`src/rtl/router_pkg.sv`:
```
// router_pkg: definitions shared by the router destination reader and the
// source-side packet generator.
//   - FSM state encoding (enum plus legacy-compatible localparam constants)
//   - Header field positions: [1:0] = addr, [7:2] = payload length
//   - ROUTER_TIMEOUT: cycles the router waits for a read before it flushes
//     the port. START_DELAY on the reader must stay below this value.
//   - Helpers that decode the header fields
package router_pkg;

  typedef enum logic [1:0] {
    IDLE = 2'd0,
    WAIT = 2'd1,
    READ = 2'd2,
    DONE = 2'd3
  } router_state_e;

  localparam logic [1:0] ST_IDLE = IDLE;
  localparam logic [1:0] ST_WAIT = WAIT;
  localparam logic [1:0] ST_READ = READ;
  localparam logic [1:0] ST_DONE = DONE;

  localparam int HDR_ADDR_LSB = 0;
  localparam int HDR_ADDR_MSB = 1;
  localparam int HDR_LEN_LSB  = 2;
  localparam int HDR_LEN_MSB  = 7;

  localparam int ROUTER_TIMEOUT = 30;

  // Header and parity bytes that surround the payload
  localparam logic [6:0] PKT_OVERHEAD = 7'd2;

  function automatic logic [5:0] hdr_len(input logic [7:0] hdr);
    return hdr[HDR_LEN_MSB:HDR_LEN_LSB];
  endfunction

  function automatic logic [1:0] hdr_addr(input logic [7:0] hdr);
    return hdr[HDR_ADDR_MSB:HDR_ADDR_LSB];
  endfunction

endpackage

```
`src/rtl/router_parity_acc.sv`:
```
// router_parity_acc: running XOR accumulator over a byte stream.
// The reader and the source-side packet generator both use it.
// Ports:
//   clock     in   clock
//   resetn    in   synchronous, active-low reset
//   i_clear   in   zero the accumulator (takes priority over i_enable)
//   i_enable  in   fold i_byte into the accumulator this cycle
//   i_byte    in   DATA_W byte to accumulate
//   o_acc     out  current accumulator value
module router_parity_acc #(
  parameter int DATA_W = 8
) (
  input  logic              clock,
  input  logic              resetn,
  input  logic              i_clear,
  input  logic              i_enable,
  input  logic [DATA_W-1:0] i_byte,
  output logic [DATA_W-1:0] o_acc
);

  logic [DATA_W-1:0] r_acc;

  always_ff @(posedge clock) begin
    if (!resetn || i_clear) begin
      r_acc <= '0;
    end else if (i_enable) begin
      r_acc <= r_acc ^ i_byte;
    end
  end

  assign o_acc = r_acc;

endmodule

```
`src/rtl/router_dest_reader.sv`:
```
// router_dest_reader: consumer end of one router output port.
// The reader waits for i_vld_out and then drains one complete packet
// (header, payload, parity) from the port FIFO. It streams each byte out and
// reports completion, address, length and parity status for each packet.
//
// Optional feature: define PARITY_CHECK_EN to build the parity accumulator
// and compare. Without that define, o_parity_err is tied to 0. The parity
// byte is still read and streamed in both builds.
//
// Handshake: while the FSM is in READ, a FIFO read is issued on every cycle
// where o_read_enb=1. o_read_enb follows i_vld_out and is gated off once all
// len+2 reads have been issued. Read data arrives on i_data_out one cycle
// after the read is issued. It appears on o_byte_data with o_byte_valid=1 in
// that same cycle.
//
// Ports:
//   clock          in   clock
//   resetn         in   synchronous, active-low reset
//   i_vld_out      in   port FIFO non-empty
//   i_soft_reset   in   router timed out and flushed this port's FIFO
//   i_data_out     in   FIFO read data (valid the cycle after a read)
//   o_read_enb     out  FIFO read request
//   o_byte_valid   out  o_byte_data holds a received byte
//   o_byte_data    out  received byte
//   o_pkt_done     out  1-cycle pulse: packet completed
//   o_pkt_addr     out  addr of last completed packet
//   o_pkt_len      out  payload length of last completed packet
//   o_parity_err   out  last completed packet failed parity
//   o_pkt_drop     out  1-cycle pulse: packet aborted by soft reset
//   o_fsm_state    out  current FSM state (ST_IDLE/WAIT/READ/DONE)
module router_dest_reader
  import router_pkg::*;
#(
  parameter int DATA_W      = 8,
  parameter int START_DELAY = 2
) (
  input  logic              clock,
  input  logic              resetn,
  input  logic              i_vld_out,
  input  logic              i_soft_reset,
  input  logic [DATA_W-1:0] i_data_out,
  output logic              o_read_enb,
  output logic              o_byte_valid,
  output logic [DATA_W-1:0] o_byte_data,
  output logic              o_pkt_done,
  output logic [1:0]        o_pkt_addr,
  output logic [5:0]        o_pkt_len,
  output logic              o_parity_err,
  output logic              o_pkt_drop,
  output logic [1:0]        o_fsm_state
);

  // A zero start delay skips the WAIT state entirely
  localparam logic [1:0] START_STATE = (START_DELAY == 0) ? ST_READ : ST_WAIT;
  localparam logic [4:0] WAIT_LAST   = 5'((START_DELAY > 0) ? START_DELAY - 1 : 0);

  logic [1:0] r_state;
  logic [1:0] w_next_state;
  logic [4:0] r_wait_cnt;
  logic [6:0] r_issued;   // reads issued for this packet
  logic [6:0] r_rcvd;     // bytes returned for this packet
  logic [6:0] r_total;    // len + 2, valid once the header has returned
  logic [5:0] r_len;
  logic [1:0] r_addr;
  logic       r_rd_pend;  // a read was issued last cycle and not discarded

  logic w_more;
  logic w_ret;
  logic w_hdr;
  logic w_last;
  logic w_abort;

  // Reads 1 and 2 are always needed (header + parity). Read 3 can be issued
  // no earlier than the cycle after the header returns, so r_total is
  // already loaded by the time it is consulted.
  assign w_more     = (r_issued < PKT_OVERHEAD) || (r_issued < r_total);
  assign o_read_enb = (r_state == ST_READ) && i_vld_out && w_more;

  assign w_ret  = r_rd_pend;
  assign w_hdr  = w_ret && (r_rcvd == 7'd0);
  assign w_last = w_ret && (r_rcvd != 7'd0) && (r_rcvd == r_total - 7'd1);

  // If the parity byte returns in the same cycle as a soft reset, the packet
  // completes and is not dropped
  assign w_abort = i_soft_reset &&
                   ((r_state == ST_WAIT) || ((r_state == ST_READ) && !w_last));

  always_comb begin
    w_next_state = r_state;
    case (r_state)
      ST_IDLE: if (i_vld_out) w_next_state = START_STATE;
      ST_WAIT: begin
        if (w_abort)                      w_next_state = ST_IDLE;
        else if (r_wait_cnt == WAIT_LAST) w_next_state = ST_READ;
      end
      ST_READ: begin
        if (w_last)       w_next_state = ST_DONE;
        else if (w_abort) w_next_state = ST_IDLE;
      end
      ST_DONE: w_next_state = i_vld_out ? START_STATE : ST_IDLE;
      default: w_next_state = ST_IDLE;
    endcase
  end

  always_ff @(posedge clock) begin
    if (!resetn) begin
      r_state    <= ST_IDLE;
      r_wait_cnt <= '0;
      r_issued   <= '0;
      r_rcvd     <= '0;
      r_total    <= '0;
      r_len      <= '0;
      r_addr     <= '0;
      r_rd_pend  <= 1'b0;
      o_pkt_done <= 1'b0;
      o_pkt_drop <= 1'b0;
      o_pkt_addr <= '0;
      o_pkt_len  <= '0;
    end else begin
      r_state    <= w_next_state;
      r_wait_cnt <= (r_state == ST_WAIT) ? r_wait_cnt + 5'd1 : 5'd0;
      r_rd_pend  <= o_read_enb && !w_abort;
      o_pkt_done <= w_last;
      o_pkt_drop <= w_abort;

      if (r_state == ST_READ) begin
        r_issued <= r_issued + {6'd0, o_read_enb};
        r_rcvd   <= r_rcvd + {6'd0, w_ret};
      end else begin
        r_issued <= '0;
        r_rcvd   <= '0;
      end

      if (r_state == ST_IDLE) begin
        r_total <= '0;
      end else if (w_hdr) begin
        r_total <= {1'b0, hdr_len(i_data_out[7:0])} + PKT_OVERHEAD;
        r_len   <= hdr_len(i_data_out[7:0]);
        r_addr  <= hdr_addr(i_data_out[7:0]);
      end

      if (w_last) begin
        o_pkt_len  <= r_len;
        o_pkt_addr <= r_addr;
      end
    end
  end

  assign o_byte_valid = r_rd_pend;
  assign o_byte_data  = r_rd_pend ? i_data_out : '0;
  assign o_fsm_state  = r_state;

`ifdef PARITY_CHECK_EN
  logic [DATA_W-1:0] w_acc;

  // The accumulator covers the header and the payload. The parity byte
  // itself is compared against the accumulator and is not folded in.
  router_parity_acc #(.DATA_W(DATA_W)) u_parity_acc (
    .clock    (clock),
    .resetn   (resetn),
    .i_clear  ((r_state == ST_IDLE) || (r_state == ST_DONE)),
    .i_enable (w_ret && !w_last),
    .i_byte   (i_data_out),
    .o_acc    (w_acc)
  );

  always_ff @(posedge clock) begin
    if (!resetn) begin
      o_parity_err <= 1'b0;
    end else if (w_last) begin
      o_parity_err <= (w_acc != i_data_out);
    end
  end
`else
  assign o_parity_err = 1'b0;
`endif

endmodule

```
`config.mk`:
```
export PLATFORM = sky130hd
export DESIGN_NAME = router_dest_reader
export DESIGN_NICKNAME = d
export VERILOG_FILES = /design/src/rtl/router_pkg.sv /design/src/rtl/router_parity_acc.sv /design/src/rtl/router_dest_reader.sv
export SDC_FILE = /design/constraint.sdc
export NUM_CORES = 1
export LEC_CHECK = 0
export CAP_MARGIN = 25
export CORE_ASPECT_RATIO = 1.25
export CORE_MARGIN = 1
export CORE_UTILIZATION = 54
export CTS_CLUSTER_SIZE = 10
export DETAILED_ROUTE_END_ITERATION = 10
export PLACE_DENSITY = 0.86
export SYNTH_ARGS = -nofsm -noshare
export SYNTH_HDL_FRONTEND = slang
export SYNTH_SLANG_ARGS = --single-unit
```
`constraint.sdc`:
```
create_clock -name clock -period 3.03 [get_ports clock]
set_clock_uncertainty 0.2 [all_clocks]
set_input_delay 0.4545 -clock clock [delete_from_list [all_inputs] [get_ports clock]]
set_output_delay 0.4545 -clock clock [all_outputs]
set_load 0.05 [all_outputs]
```
==> reports/qor.yml, run 1 <==
status:
  outcome: "complete, no violations"
clock_network:
  clock_latency_ps: 300
  clk_pin_slew_ps: 90
  cts_buffers: 5
  cts_setup_buffers: 0
  clk_path_buf_depth: 2
  cts.sinks: 47
  cts-htree-levels: 2
  cts_resized: 0
  root_buffer: "clkbuf_8"
  cts_tree: "yes"
  cts_hold_buf: 0
global_routing:
  grt_pass1_wl_um: 8170
  grt.total_usage: 0.243
  grt_max_degree: 23
  antenna_found_initial: 0
  grt_pass1_vias: 1766
  grt_overflow: 0
routing:
  totalWireLength_um: 4930
  vias: 1839
  vias_per_cell: 5.33
  wl_per_cell_um: 14.3
  drc: 0
  drt_iter0_markers: 58
  ant_nets: 0
  first_pass_iters: 5
placement:
  dp.cells: 338
  postPlaceCellArea_sq_um: 2700
  dpl.hpwl_um: 3540
  gp_congestion: 0.866
  io_buffer_count: 33
finish:
  n_antenna_cell: 0
  final_cells: 345
  fin_util: 0.680
  nets: 315
  drive_above_1_share: 0.0727
  stdcell_area_sq_um: 2810
  area_delta_synth_final_pct: 19.4
setup_path:
  worstSetupPathType: "reg2reg"
  cp-startpoint: "r_total[2]"
  crit_path_end: "r_issued[6]"
  cp_max_fo: 4
  r2r-end: "r_issued[6]"
  endpoint_kind: "register"
  arrival_ps: 2720
  start_kind: "register"
  worstReg2RegStart: "r_total[2]"
  reg2reg_depth: 13
  setup.reg_to_reg.worst_slack_ps: 280
  cp.required_ps: 3010
sta:
  fmax_mhz: 364
  setup_viol: 0
  fin_crit_sh: 0.906
  tns_ps: 0
  maxSlewHeadroom: 0.604
  final_hold_viol_count: 0
  tightest_slew_ps: 592
  whs_ps: 268
  finalCriticalPeriod_ps: 2750
  finalMaxSlewViolations: 0
  rsz0062_at_grt: "no"
floorplanning:
  row_count: 26
  die_x_um: 61.0
  io_pins: 35
  fp.dieArea_sq_um: 4620
  die_y_um: 75.8
  core_sq_um: 4130
  initial_utilization: 0.569
power:
  p_per_area_nw_per_um2: 404
  ir_worst_vdd_v: 0.000371
  p_leak_uw: 0.00114
synth:
  avgSynthCellArea_sq_um: 9.08
  syn_inst: 259
  syn_area_sq_um: 2350
  ys_types: 39
  synth_nets: 285
  yosys_warnings: 0
  ys_seq_elements: 47
  ys_seq_area_frac: 0.400
flow_run:
  max_cap_violations: 0
hold_path:
  hp-class: "reg2reg"
critical path, cell delays in order (launching register included):
cell	delay, ps
dfxtp_1	410
inv_1	110
ha_1	300
a21oi_1	120
o21ai_0	90
a211oi_1	230
o2111ai_1	140
nand2_1	150
ha_1	210
ha_1	190
and3_1	200
nand3_1	90
xor2_1	140
nor2_1	50
per-layer routing:
layer,up-vias,GRT usage,part of all wire
li1,934,-,-
met1,848,0.270,0.41
met2,44,0.425,0.51
met3,13,0.0662,0.041
met4,0,0.119,0.030
met5,-,0,0
layout make-up:
type                    count  area, sq um
flip-flops and latches     47          941
clock inverters             2         37.5
fillers                   336         1320
multi-input cells         190         1290
well taps                  56         70.1
inverters                   9         33.8
clock buffers               5         68.8
repair buffers             36          363
cells in the final DEF, fill, tap and decap left out, types with 5 or more instances in the layout:
cell type / count
a211oi_1: 5
a21oi_1: 5
and2_1: 9
and3_1: 6
clkbuf_8: 5
clkdlybuf4s50_1: 32
dfxtp_1: 47
ha_1: 14
inv_1: 9
mux2i_1: 10
nand2_1: 19
nand3_1: 22
nor2_1: 27
nor2b_1: 12
o21ai_0: 12
xnor2_1: 10
xor2_1: 15
synthesized netlist by cell type:
master,n,area [sq um]
a211oi_1,5,37.5
a21oi_1,5,25.0
a31oi_1,1,6.26
and2_1,9,56.3
and2_2,1,7.51
and3_1,6,37.5
and3_2,1,7.51
and4b_1,1,10.0
buf_2,3,15.0
buf_4,2,15.0
buf_6,3,33.8
clkbuf_1,5,18.8
conb_1,1,3.75
dfxtp_1,47,941
ha_1,14,175
inv_1,9,33.8
mux2i_1,10,100
nand2_1,19,71.3
nand3_1,22,110
nor2_1,27,101
nor2b_1,12,75.1
nor3_1,3,15.0
nor3_2,1,10.0
nor4_4,2,42.5
nor4b_1,1,8.76
nor4bb_1,1,10.0
o2111ai_1,1,8.76
o211ai_1,1,7.51
o211ai_2,1,12.5
o21ai_0,12,60.1
o21ai_1,1,5.00
o21ai_2,1,8.76
o22ai_1,1,6.26
o311ai_0,1,8.76
or4_1,1,7.51
or4_4,2,22.5
xnor2_1,10,87.6
xnor2_2,1,16.3
xor2_1,15,131
per-stage QoR:
step	power [uW]	worst slack, ps
finish	1130	284
global route	1180	8.49
CTS	1140	278
detailed placement	697	286
global placement	697	375
floorplan	671	64.8
state kept, by name, indices dropped and copies added, names as in the netlist, 2 cells and up:
signal       count
o_fsm_state      2
o_pkt_addr       2
o_pkt_len        6
r_addr           2
r_issued         7
r_len            6
r_rcvd           7
r_total          7
r_wait_cnt       5
how the worst min path moves through the flow:
stage,start,end,cells after the start
after floorplan,r_wait_cnt[0],r_wait_cnt[0],1
after global placement,r_wait_cnt[0],r_wait_cnt[0],1
after detailed placement,o_pkt_len[4],o_pkt_len[4],2
after CTS,o_pkt_addr[0],o_pkt_addr[0],2
after global routing,o_pkt_len[2],o_pkt_len[2],2
final,o_pkt_len[1],o_pkt_len[1],2
cells by family after synthesis:
family,count (synthesis),synth area share
AO/OA/AOI/OAI,30,0.0793
XOR/XNOR,26,0.100
adder cells (fa/ha/maj),14,0.0745
buffers and inverters,22,0.0495
flip-flops,47,0.400
multiplexers,10,0.0426
other,1,0.00160
AND/OR/NAND/NOR,109,0.252
power by group:
| part | switching (uW) | leakage (uW) | internal, uW |
|---|---|---|---|
| Combinational | 33.0 | 0.000711 | 26.8 |
| Clock | 210 | 0.0000502 | 241 |
| Sequential | 3.55 | 0.000379 | 620 |
Power figures use the tool's default switching activity.
==> run 2, diff against run 1 <==
--- a/config.mk
+++ b/config.mk
@@ -5,12 +5,12 @@
 export SDC_FILE = /design/constraint.sdc
 export NUM_CORES = 1
 export LEC_CHECK = 0
-export CAP_MARGIN = 25
 export CORE_ASPECT_RATIO = 1.25
 export CORE_MARGIN = 1
 export CORE_UTILIZATION = 54
 export CTS_CLUSTER_SIZE = 10
 export DETAILED_ROUTE_END_ITERATION = 10
+export HOLD_SLACK_MARGIN = 0.05
 export PLACE_DENSITY = 0.86
 export SYNTH_ARGS = -nofsm -noshare
 export SYNTH_HDL_FRONTEND = slang
==> results of run 2 <==
Same layout as run 1: the final DEF is identical, and so are final timing and power.
